$ cat config.mk
export PLATFORM = sky130hd
export DESIGN_NAME = stream_mux
export DESIGN_NICKNAME = d
export VERILOG_FILES = /design/src/rtl/stream_mux.sv
export SDC_FILE = /design/constraint.sdc
export NUM_CORES = 1
export LEC_CHECK = 0
export ABC_AREA = 1
export CORE_ASPECT_RATIO = 0.9
export CORE_UTILIZATION = 39
export CTS_CLUSTER_DIAMETER = 100
export DETAILED_ROUTE_END_ITERATION = 8
export PLACE_DENSITY_LB_ADDON = 0.15
export SYNTH_ARGS = -nofsm -noshare
export SYNTH_HDL_FRONTEND = slang
export SYNTH_SLANG_ARGS = --single-unit
$ cat constraint.sdc
create_clock -name clk -period 2.4 [get_ports clk]
set_input_delay 0.24 -clock clk [delete_from_list [all_inputs] [get_ports clk]]
set_output_delay 0.24 -clock clk [all_outputs]
set_load 0.01 [all_outputs]
$ cat src/rtl/stream_mux.sv
// stream_mux
//   N-to-1 stream multiplexer with a single registered output stage.
//   Channel choice is either an external select (rr_mode = 0) or a
//   round-robin arbiter (rr_mode = 1) that starts its search one past
//   the last channel that actually transferred.
//
// Handshake (same rule on every port pair): a word moves in any cycle where
// valid and ready are both high at the rising edge. Valid must not depend on
// ready. in_ready here is combinational from in_valid, sel, the arbiter
// history and the output register state; out_valid/out_data/out_ch are
// registered.
//
// Ports
//   clk       in   rising-edge clock
//   rst       in   synchronous active-high reset
//   in_data   in   num_ch*bit_size, channel k at [k*bit_size +: bit_size]
//   in_valid  in   num_ch, per-channel valid
//   in_ready  out  num_ch, per-channel accept, at most one bit high
//   sel       in   sel_width, channel select (ignored when rr_mode = 1)
//   out_data  out  bit_size, registered selected word
//   out_valid out  out_data holds an unconsumed word
//   out_ready in   downstream accepts out_data
//   out_ch    out  sel_width, source channel of out_data
module stream_mux #(
  parameter int bit_size  = 18,
  parameter int num_ch    = 4,
  parameter int sel_width = 2,
  parameter int rr_mode   = 0
) (
  input  logic                         clk,
  input  logic                         rst,
  input  logic [num_ch*bit_size-1:0]   in_data,
  input  logic [num_ch-1:0]            in_valid,
  output logic [num_ch-1:0]            in_ready,
  input  logic [sel_width-1:0]         sel,
  output logic [bit_size-1:0]          out_data,
  output logic                         out_valid,
  input  logic                         out_ready,
  output logic [sel_width-1:0]         out_ch
);

  // After reset the arbiter behaves as if the last channel was just served,
  // so the first search starts at channel 0.
  localparam logic [sel_width-1:0] last_init = sel_width'(num_ch - 1);

  logic [sel_width-1:0] last_grant;
  logic                 out_open;
  logic                 grant_ok;
  logic [sel_width-1:0] grant_idx;
  logic [bit_size-1:0]  grant_data;
  logic                 in_fire;

  // Output register can take a new word when empty or being drained now.
  assign out_open = !out_valid || out_ready;

  // Grant selection.
  always_comb begin
    grant_ok  = 1'b0;
    grant_idx = '0;
    if (rr_mode != 0) begin
      // First pass: lowest valid channel strictly above last_grant.
      for (int k = 0; k < num_ch; k++) begin
        if (!grant_ok && in_valid[k] && (k > int'(last_grant))) begin
          grant_ok  = 1'b1;
          grant_idx = k[sel_width-1:0];
        end
      end
      // Wrap-around pass: lowest valid channel at or below last_grant.
      for (int k = 0; k < num_ch; k++) begin
        if (!grant_ok && in_valid[k] && (k <= int'(last_grant))) begin
          grant_ok  = 1'b1;
          grant_idx = k[sel_width-1:0];
        end
      end
    end else begin
      // Out-of-range selects match no k and therefore grant nothing.
      for (int k = 0; k < num_ch; k++) begin
        if (int'(sel) == k) begin
          grant_ok  = in_valid[k];
          grant_idx = k[sel_width-1:0];
        end
      end
    end
  end

  // Ready is one-hot on the granted channel, gated by output space and reset.
  always_comb begin
    in_ready = '0;
    for (int k = 0; k < num_ch; k++) begin
      if (!rst && out_open && grant_ok && (grant_idx == k[sel_width-1:0])) begin
        in_ready[k] = 1'b1;
      end
    end
  end

  always_comb begin
    grant_data = '0;
    for (int k = 0; k < num_ch; k++) begin
      if (grant_idx == k[sel_width-1:0]) begin
        grant_data = in_data[k*bit_size +: bit_size];
      end
    end
  end

  assign in_fire = |in_ready;

  always_ff @(posedge clk) begin
    if (rst) begin
      out_valid  <= 1'b0;
      out_data   <= '0;
      out_ch     <= '0;
      last_grant <= last_init;
    end else if (in_fire) begin
      out_valid  <= 1'b1;
      out_data   <= grant_data;
      out_ch     <= grant_idx;
      last_grant <= grant_idx;
    end else if (out_valid && out_ready) begin
      // Drained with nothing new: data and channel keep their last values.
      out_valid  <= 1'b0;
    end
  end

endmodule

==> Flow_metrics.wiki, run 1 <==
{| class="wikitable"
! Metric !! Value
|-
| Critical path capture point type || output port
|-
| Count of endpoints failing hold in the final timing report || 0
|-
| Yosys cell types || 25
|-
| Summed instance area of the synthesized netlist || roughly 1600 um^2
|-
| First-pass iteration count of the detailed router || 4
|-
| Antenna fix cells || 0
|-
| Cell Int Power || 0.7531 mW
|-
| Area grow syn2layout || 69.57%
|-
| Worst setup slack for register-to-register paths || between 1 and 1.5 ns
|-
| Count of buffers inserted at the top-level ports || between 100 and 150
|-
| Total vias in the final route || between 1,500 and 2,000
|-
| Util after Layout || a little over two thirds
|-
| Tcrit/Tclk final || between 90% and 100%
|-
| Flops & latches, synth || 21
|-
| Remaining antenna violation count || 0
|-
| Synth top area cells || sky130_fd_sc_hd__dfxtp_1 27%, sky130_fd_sc_hd__nand2_1 19%, sky130_fd_sc_hd__nand3_1 9.3%
|-
| Critical path, cell by cell || clkdlybuf4s50_1 -> nand2_4 -> o21ai_2 -> nor2_4 -> nand2_4 -> nor3_1 -> clkdlybuf4s50_1
|-
| Wire length of the first global-routing pass || between 7 and 8 mm
|-
| Number of max-slew violations in the final report || 0
|-
| Sequential power share || 37.0%
|-
| Maximum net fanout on the critical path || 13
|-
| Overall routed net length || approximately 4.6 mm
|-
| Final setup violating endpoints || 0
|-
| Clk pwr share || between 20% and 30%
|-
| Placed standard-cell area || between 2000 and 3000 um^2
|-
| CTS buffer count || 3
|-
| Worst hold margin || slightly below 0.5 ns
|-
| Post-Route Setup TNS || 0 ns
|-
| Antenna violations before repair || 0
|-
| Detailed-route DRC error count || 0
|-
| Die ar. || around 4300 um^2
|-
| Overall routing resource usage || between 20% and 30%
|-
| Clock slew at the register clock pins of the worst setup and hold paths || about 0.080 ns
|-
| Source-to-sink clock delay at the later pin of the worst-skew pair || 0.26 ns
|-
| Arrival time worst endpoint || 2.02 ns
|-
| Total overflow reported by the global router || 0
|-
| Critical Path Sink || in_ready[2]
|-
| Quantity of gates resized following cts || 0
|-
| Synth area leader || sky130_fd_sc_hd__dfxtp_1
|-
| Critical path type || input pin to output port
|-
| Y dimension of the die || roughly 62 um
|-
| Data required time at the worst endpoint || roughly 2.2 ns
|-
| CTS H-Tree Depth || 1
|-
| Highest clock rate || between 400 and 500 MHz
|-
| Worst flop-to-flop path endpoint || out_ch[0]
|-
| Starting Density || between 40% and 50%
|-
| # clock sinks || 21
|-
| HPWL after DPL || between 3 and 4 mm
|-
| DP Worst Slack || 0.1237 ns
|-
| FILL cells || around 360
|-
| Row count || 21
|-
| Hold Crit Class || register to register
|-
| Startpoint kind of the worst setup timing path || input pin
|-
| Finished layout cell area || approximately 2700 um^2
|-
| Post-CTS repair timing setup buffer count || 0
|-
| EDFF count, synth || 0
|-
| Horizontal die dimension || around 70 um
|-
| Mean instance size in the synthesized netlist || between 6 and 7 um^2
|-
| Number of nets produced by synthesis || approximately 330
|-
| Worst clock skew || between 0.002 and 0.003 ns
|-
| Cell leakage power || ~1.1 nW
|-
| Max capacitance violation total || 0
|-
| Number of design-rule violations left by the first detailed-router iteration || 58
|-
| Clock root buffer || sky130_fd_sc_hd__clkbuf_8
|-
| Share of async-settable or async-resettable flops after synthesis || 0%
|-
| Hold-fix buffers at CTS || 0
|-
| Worst setup startpoint || sel[1]
|-
| Number of top-level pins || 106
|-
| Worst Setup Slack, final || approximately 0.14 ns
|-
| Synth top area share || 26.84%
|-
| Slowest cell on crit path || sky130_fd_sc_hd__clkdlybuf4s50_1
|-
| Switch share || 30.35%
|-
| Sequential area share after synthesis || approximately 27%
|-
| Setup repair after global routing missed its margin || false
|-
| Number of global-route vias before repair || roughly 1,700
|-
| Power per unit of standard cell area || slightly above 400 nW/um^2
|-
| Std-Cell Core Area || between 3000 and 4000 um^2
|-
| Count of warnings emitted by yosys || 0
|-
| CP max stage delay || between 0.5 and 0.6 ns
|-
| Time the final worst path needs with I/O delays and setup || 2.260 ns
|-
| Normalized max-slew margin || about three fifths
|-
| Dpl cells || between 300 and 400
|-
| Startpoint of the worst register-to-register path || out_valid
|-
| Clock tree from TritonCTS || yes
|-
| Synthesized netlist cell count || 250
|-
| Final total power || 1.081 mW
|-
| Number of nets in the layout || around 430
|-
| Status || completed
|-
| Most instantiated flip-flop cell in the synthesis netlist || sky130_fd_sc_hd__dfxtp_1
|-
| Maximum number of pins on one net before global-route repair || 23
|-
| VDD IR max || roughly 0.27 mV
|-
| Non-filler instance count after layout || 397
|-
| Combinational share of power || about two fifths
|-
| Worst-Margin Slew || slightly above 0.6 ns
|-
| Proportion of layout cells with a drive suffix above 1 || a little under an eighth
|-
| Clock tree buffer depth || 2
|-
| Path depth of the worst reg2reg path || 7
|-
| Sw power || about 0.33 mW
|-
| Final RePlAce weighted congestion || approximately 0.9
|-
| Routed length per instance || between 10 and 15 um
|-
| Ratio of routed vias to standard cells || 4.773
|}
==> kinds of logic after synthesis <==
| group | Yosys count | synth area share (%) |
|---|---|---|
| AOI/OAI and AO/OA | 22 | 7.268 |
| buffers and inverters | 32 | 11.82 |
| DFF | 21 | 26.84 |
| and+or+nand+nor | 175 | 54.07 |
==> placed cells by master (no fill, tap or decap) <==
master and n:
sky130_fd_sc_hd__clkdlybuf4s50_1 105, sky130_fd_sc_hd__nand2_1 79, sky130_fd_sc_hd__nand3_1 29, sky130_fd_sc_hd__nor2_1 21, sky130_fd_sc_hd__dfxtp_1 21, sky130_fd_sc_hd__inv_1 14
sky130_fd_sc_hd__a21oi_1 11, sky130_fd_sc_hd__nor2_2 11, sky130_fd_sc_hd__o21ai_0 10, sky130_fd_sc_hd__nand4_1 9, sky130_fd_sc_hd__or2_0 8, sky130_fd_sc_hd__buf_4 8
sky130_fd_sc_hd__nand2_2 7, sky130_fd_sc_hd__nand2_4 3, sky130_fd_sc_hd__nor3_1 3, sky130_fd_sc_hd__clkbuf_8 3, sky130_fd_sc_hd__inv_2 2, sky130_fd_sc_hd__nand3b_2 1
sky130_fd_sc_hd__nor2_8 1, sky130_fd_sc_hd__nand3_2 1, sky130_fd_sc_hd__o21ai_2 1, sky130_fd_sc_hd__nor2_4 1, sky130_fd_sc_hd__or2_2 1, sky130_fd_sc_hd__clkinv_2 1
==> how the worst min path moves through the flow <==
stage | start | depth (start not counted) | slack [ns] | end
floorplan | rst | 1 | 0.35 | out_valid
global placement | out_data[15] | 2 | 0.46 | out_data[15]
detailed placement | out_data[4] | 2 | 0.47 | out_data[4]
CTS | out_data[4] | 2 | 0.49 | out_data[4]
global route | out_data[4] | 2 | 0.51 | out_data[4]
finish | out_data[15] | 2 | 0.48 | out_data[15]
==> metal layers <==
layer / GRT usage [%] / wire length, um / vias to the layer above
met2: 39.46 / 2241 / 65
met3: 6.250 / 356 / 8
met1: 25.70 / 1930 / 828
met5: 0 / 0 / -
li1: - / - / 994
met4: 6.633 / 84 / 0
==> final cells by class <==
cell class,count,area (um^2),share of cell area (%)
multi-input combinational,197,960.9,36.18
tap,46,57.56,2.167
clock inverter,1,5.005,0.1884
timing repair buffer,113,1111,41.83
sequential,21,420.4,15.83
clock buffer,3,41.29,1.554
inverter,16,60.06,2.261
==> cells in the mapped netlist, types with 2 or more instances <==
library cell	instances
sky130_fd_sc_hd__nand2_1	79
sky130_fd_sc_hd__nand3_1	29
sky130_fd_sc_hd__a21oi_1	11
sky130_fd_sc_hd__buf_6	4
sky130_fd_sc_hd__nor3_1	3
sky130_fd_sc_hd__nand4_1	9
sky130_fd_sc_hd__or2_0	8
sky130_fd_sc_hd__nand2_4	3
sky130_fd_sc_hd__dfxtp_1	21
sky130_fd_sc_hd__inv_1	14
sky130_fd_sc_hd__inv_2	2
sky130_fd_sc_hd__buf_2	8
sky130_fd_sc_hd__o21ai_0	10
sky130_fd_sc_hd__nand2_2	7
sky130_fd_sc_hd__nor2_2	11
sky130_fd_sc_hd__buf_4	2
sky130_fd_sc_hd__nor2_1	21
==> worst max-delay path: cells and delay by family <==
| kind | cells | cell delay [ns] |
|---|---|---|
| buf+inv | 2 | 1.15 |
| simple gates | 4 | 0.54 |
| compound gates | 1 | 0.09 |
==> power groups by stage <==
| stage | Sequential (mW) | Clock (mW) | Combinational, mW |
|---|---|---|---|
| after floorplan | 0.425 | 0 | 0.206 |
| after global placement | 0.408 | 0 | 0.444 |
| after detailed placement | 0.408 | 0 | 0.449 |
| after CTS | 0.400 | 0.237 | 0.451 |
| after global routing | 0.404 | 0.257 | 0.493 |
| final | 0.400 | 0.235 | 0.447 |
==> state kept, by name, indices dropped and copies added, names as in the netlist <==
register / cells
out_valid: 1
out_data: 18
out_ch: 2
Note: power is estimated with default switching activity, not from simulation.
==> run 2: changes to the inputs <==
--- a/config.mk
+++ b/config.mk
@@ -6,6 +6,7 @@
 export NUM_CORES = 1
 export LEC_CHECK = 0
 export ABC_AREA = 1
+export ABC_CLOCK_PERIOD_IN_PS = 2400
 export CORE_ASPECT_RATIO = 0.9
 export CORE_UTILIZATION = 39
 export CTS_CLUSTER_DIAMETER = 100
==> constraint.sdc (replaced) <==
create_clock -name clk -period 2.4 [get_ports clk]
set_input_delay 0.24 -clock clk [delete_from_list [all_inputs] [get_ports clk]]
set_output_delay 0.24 -clock clk [all_outputs]
set_load 0.02 [all_outputs]
==> run 2 against run 1 <==
  * Maximum frequency increased by 6.2%
  * Global-route usage decreased by 0.54 points
  * Die area unchanged
  * Combinational power increased by 6.7%
==> Flow_metrics.wiki, run 2 (synthesis gave the netlist of run 1 again) <==
{| class="wikitable"
! Metric !! Value
|-
| Status || completed
|-
| Cell leakage power || 1.154 nW (+1.7%)
|-
| Commonest cells after routing, fill and taps aside || 103 x sky130_fd_sc_hd__clkdlybuf4s50_1, 79 x sky130_fd_sc_hd__nand2_1, 29 x sky130_fd_sc_hd__nand3_1
|-
| Routed length per instance || 11.65 um (+0.30%)
|-
| Clock root buffer || sky130_fd_sc_hd__clkbuf_8
|-
| Data required time at the worst endpoint || 2.16 ns (about the same)
|-
| Y dimension of the die || 62.13 um (unchanged)
|-
| Count of buffers inserted at the top-level ports || 105 (unchanged)
|-
| Number of nets in the layout || 435 (+0.46%)
|-
| Critical path type || input pin to output port
|-
| Maximum net fanout on the critical path || 5 (-8)
|-
| Hold Crit Class || register to register
|-
| Antenna violations before repair || 0 (unchanged)
|-
| Row count || 21 (unchanged)
|-
| Most common cell after layout, fill and taps aside || sky130_fd_sc_hd__clkdlybuf4s50_1
|-
| Max FFs per register || 18 (unchanged)
|-
| Proportion of layout cells with a drive suffix above 1 || 12.18% (+0.50 points)
|-
| Count of endpoints failing hold in the final timing report || 0 (unchanged)
|-
| FILL cells || 369 (+2.2%)
|-
| Final RePlAce weighted congestion || 0.8889 (+1.3%)
|-
| Antenna fix cells || 0 (unchanged)
|-
| Number of top-level pins || 106 (unchanged)
|-
| Number of max-slew violations in the final report || 0 (unchanged)
|-
| CTS buffer count || 3 (unchanged)
|-
| Time the final worst path needs with I/O delays and setup || 2.128 ns (-0.1322 ns)
|-
| Normalized max-slew margin || 60.26% (+1.6 points)
|-
| First-pass iteration count of the detailed router || 4 (unchanged)
|-
| DP Worst Slack || -0.009092 ns (-0.1328 ns)
|-
| Hold-fix buffers at CTS || 0 (unchanged)
|-
| Slowest cell on crit path || sky130_fd_sc_hd__clkdlybuf4s50_1
|-
| Leading registers by flop count || out_data (18), out_ch (2), out_valid (1)
|-
| Overall routing resource usage || 21.96% (-0.54 points)
|-
| Number of design-rule violations left by the first detailed-router iteration || 61 (+5.2%)
|-
| CTS H-Tree Depth || 1 (unchanged)
|-
| Arrival time worst endpoint || 1.89 ns (-0.13 ns)
|-
| Power per unit of standard cell area || 415.8 nW/um^2 (+2.2%)
|-
| Ratio of routed vias to standard cells || 4.847 (+1.5%)
|-
| Multi-input gate area in the final layout || 960.9 um^2 (unchanged)
|-
| Max capacitance violation total || 0 (unchanged)
|-
| Horizontal die dimension || 68.81 um (unchanged)
|-
| Number of global-route vias before repair || 1,648 (-2.0%)
|-
| Final setup violating endpoints || 0 (unchanged)
|-
| Overall routed net length || 4.650 mm (+0.80%)
|-
| Highest clock rate || 469.9 MHz (+6.2%)
|-
| Source-to-sink clock delay at the later pin of the worst-skew pair || 0.26 ns (about the same)
|-
| Die ar. || 4275 um^2 (unchanged)
|-
| HPWL after DPL || 3.597 mm (+2.1%)
|-
| Worst Setup Slack, final || 0.2718 ns (+0.1322 ns)
|-
| Remaining antenna violation count || 0 (unchanged)
|-
| Worst-Margin Slew || 0.5955 ns (-0.02444 ns)
|-
| Most used cell along the critical path || sky130_fd_sc_hd__clkdlybuf4s50_1
|-
| Clock slew at the register clock pins of the worst setup and hold paths || 0.08 ns (about the same)
|-
| Critical path, cell by cell || clkdlybuf4s50_1 -> inv_1 -> nand2_1 -> o21ai_2 -> nor2_4 -> nand2_4 -> nor3_1 -> clkdlybuf4s50_1
|-
| Std-Cell Core Area || 3784 um^2 (unchanged)
|-
| Starting Density || 41.40% (unchanged)
|-
| Wire length of the first global-routing pass || 7.189 mm (-2.1%)
|-
| Clock tree buffer depth || 2 (unchanged)
|-
| Maximum number of pins on one net before global-route repair || 23 (unchanged)
|-
| Total overflow reported by the global router || 0 (unchanged)
|-
| Total vias in the final route || 1,934 (+2.1%)
|-
| Largest reg by FF count || out_data
|-
| Footprint of the flip-flops and latches || 420.4 um^2 (unchanged)
|-
| Clock tree from TritonCTS || yes
|-
| Critical path capture point type || output port
|-
| Worst setup slack for register-to-register paths || 1.20 ns (about the same)
|-
| # clock sinks || 21 (unchanged)
|-
| Detailed-route DRC error count || 0 (unchanged)
|-
| Startpoint kind of the worst setup timing path || input pin
|-
| Area grow syn2layout || 70.61%
|-
| Setup repair after global routing missed its margin || false
|-
| VDD IR max || 0.2769 mV (+3.9%)
|-
| CP max stage delay || 0.64 ns (+0.05 ns)
|-
| Worst clock skew || 0.0009618 ns (-0.001971 ns)
|-
| Tcrit/Tclk final || 88.67% (-5.5 points)
|-
| Post-Route Setup TNS || 0 ns (unchanged)
|}
[run 2: routing by layer]
metal / track usage [%] / vias up / share of wire, %
met5: 0 / - / 0
met4: 5.102 / 0 / 1.3
met3: 4.596 / 6 / 6.2
met2: 39.34 / 66 / 49
met1: 25.84 / 863 / 44
li1: - / 999 / -
[run 2: layout make-up]
cell class / count / area share (%)
clock buffer: 3 / 1.545
clock inverter: 1 / 0.1873
inverter: 16 / 2.247
multi-input combinational: 197 / 35.96
sequential: 21 / 15.73
tap: 46 / 2.154
timing repair buffer: 115 / 42.18
[run 2: path summary, 6_finish.rpt]
check / start / to / depth (start not counted)
setup / recovery: out_ready / in_ready[2] / 8
hold / removal: out_data[4] / out_data[4] / 2
setup reg to reg: out_valid / out_data[7] / 8
hold reg to reg: out_data[4] / out_data[4] / 2
[run 2: timing repair]
action | 4_1_cts | 5_1_grt
buffers inserted | 0 | 2
pin swaps | 0 | 1
endpoints found under the setup margin | 1 | 1
resized for setup | 1 | 1
gates cloned | 0 | 0
[run 2: power breakdown]
part	leakage, nW	internal (mW)	switching [mW]	total (mW)
sequential	0.174	0.383	0.0175	0.401
combinational	0.955	0.255	0.222	0.477
clock	0.0255	0.116	0.118	0.233
[run 2: stage by stage]
step / total power, mW / cell area [um^2] / util (%) / hold slack (ns) / cells
6_report: 1.111 / 2673 / 70.63 / 0.4811 / 399
5_1_grt: 1.185 / 2673 / 70.63 / 0.5068 / 399
4_1_cts: 1.122 / 2655 / 70.17 / 0.4882 / 397
3_5_place_dp: 0.8867 / 2610 / 68.98 / 0.4680 / 393
3_3_place_gp: 0.8804 / 2610 / 68.98 / 0.4614 / 393
2_1_floorplan: 0.6591 / 1567 / - / 0.3517 / 250
[run 2: worst max-delay path, delay by kind of cell]
kind,cells,cell delay (ns)
simple gates,4,0.44
buf+inv,3,1.12
compound gates,1,0.08
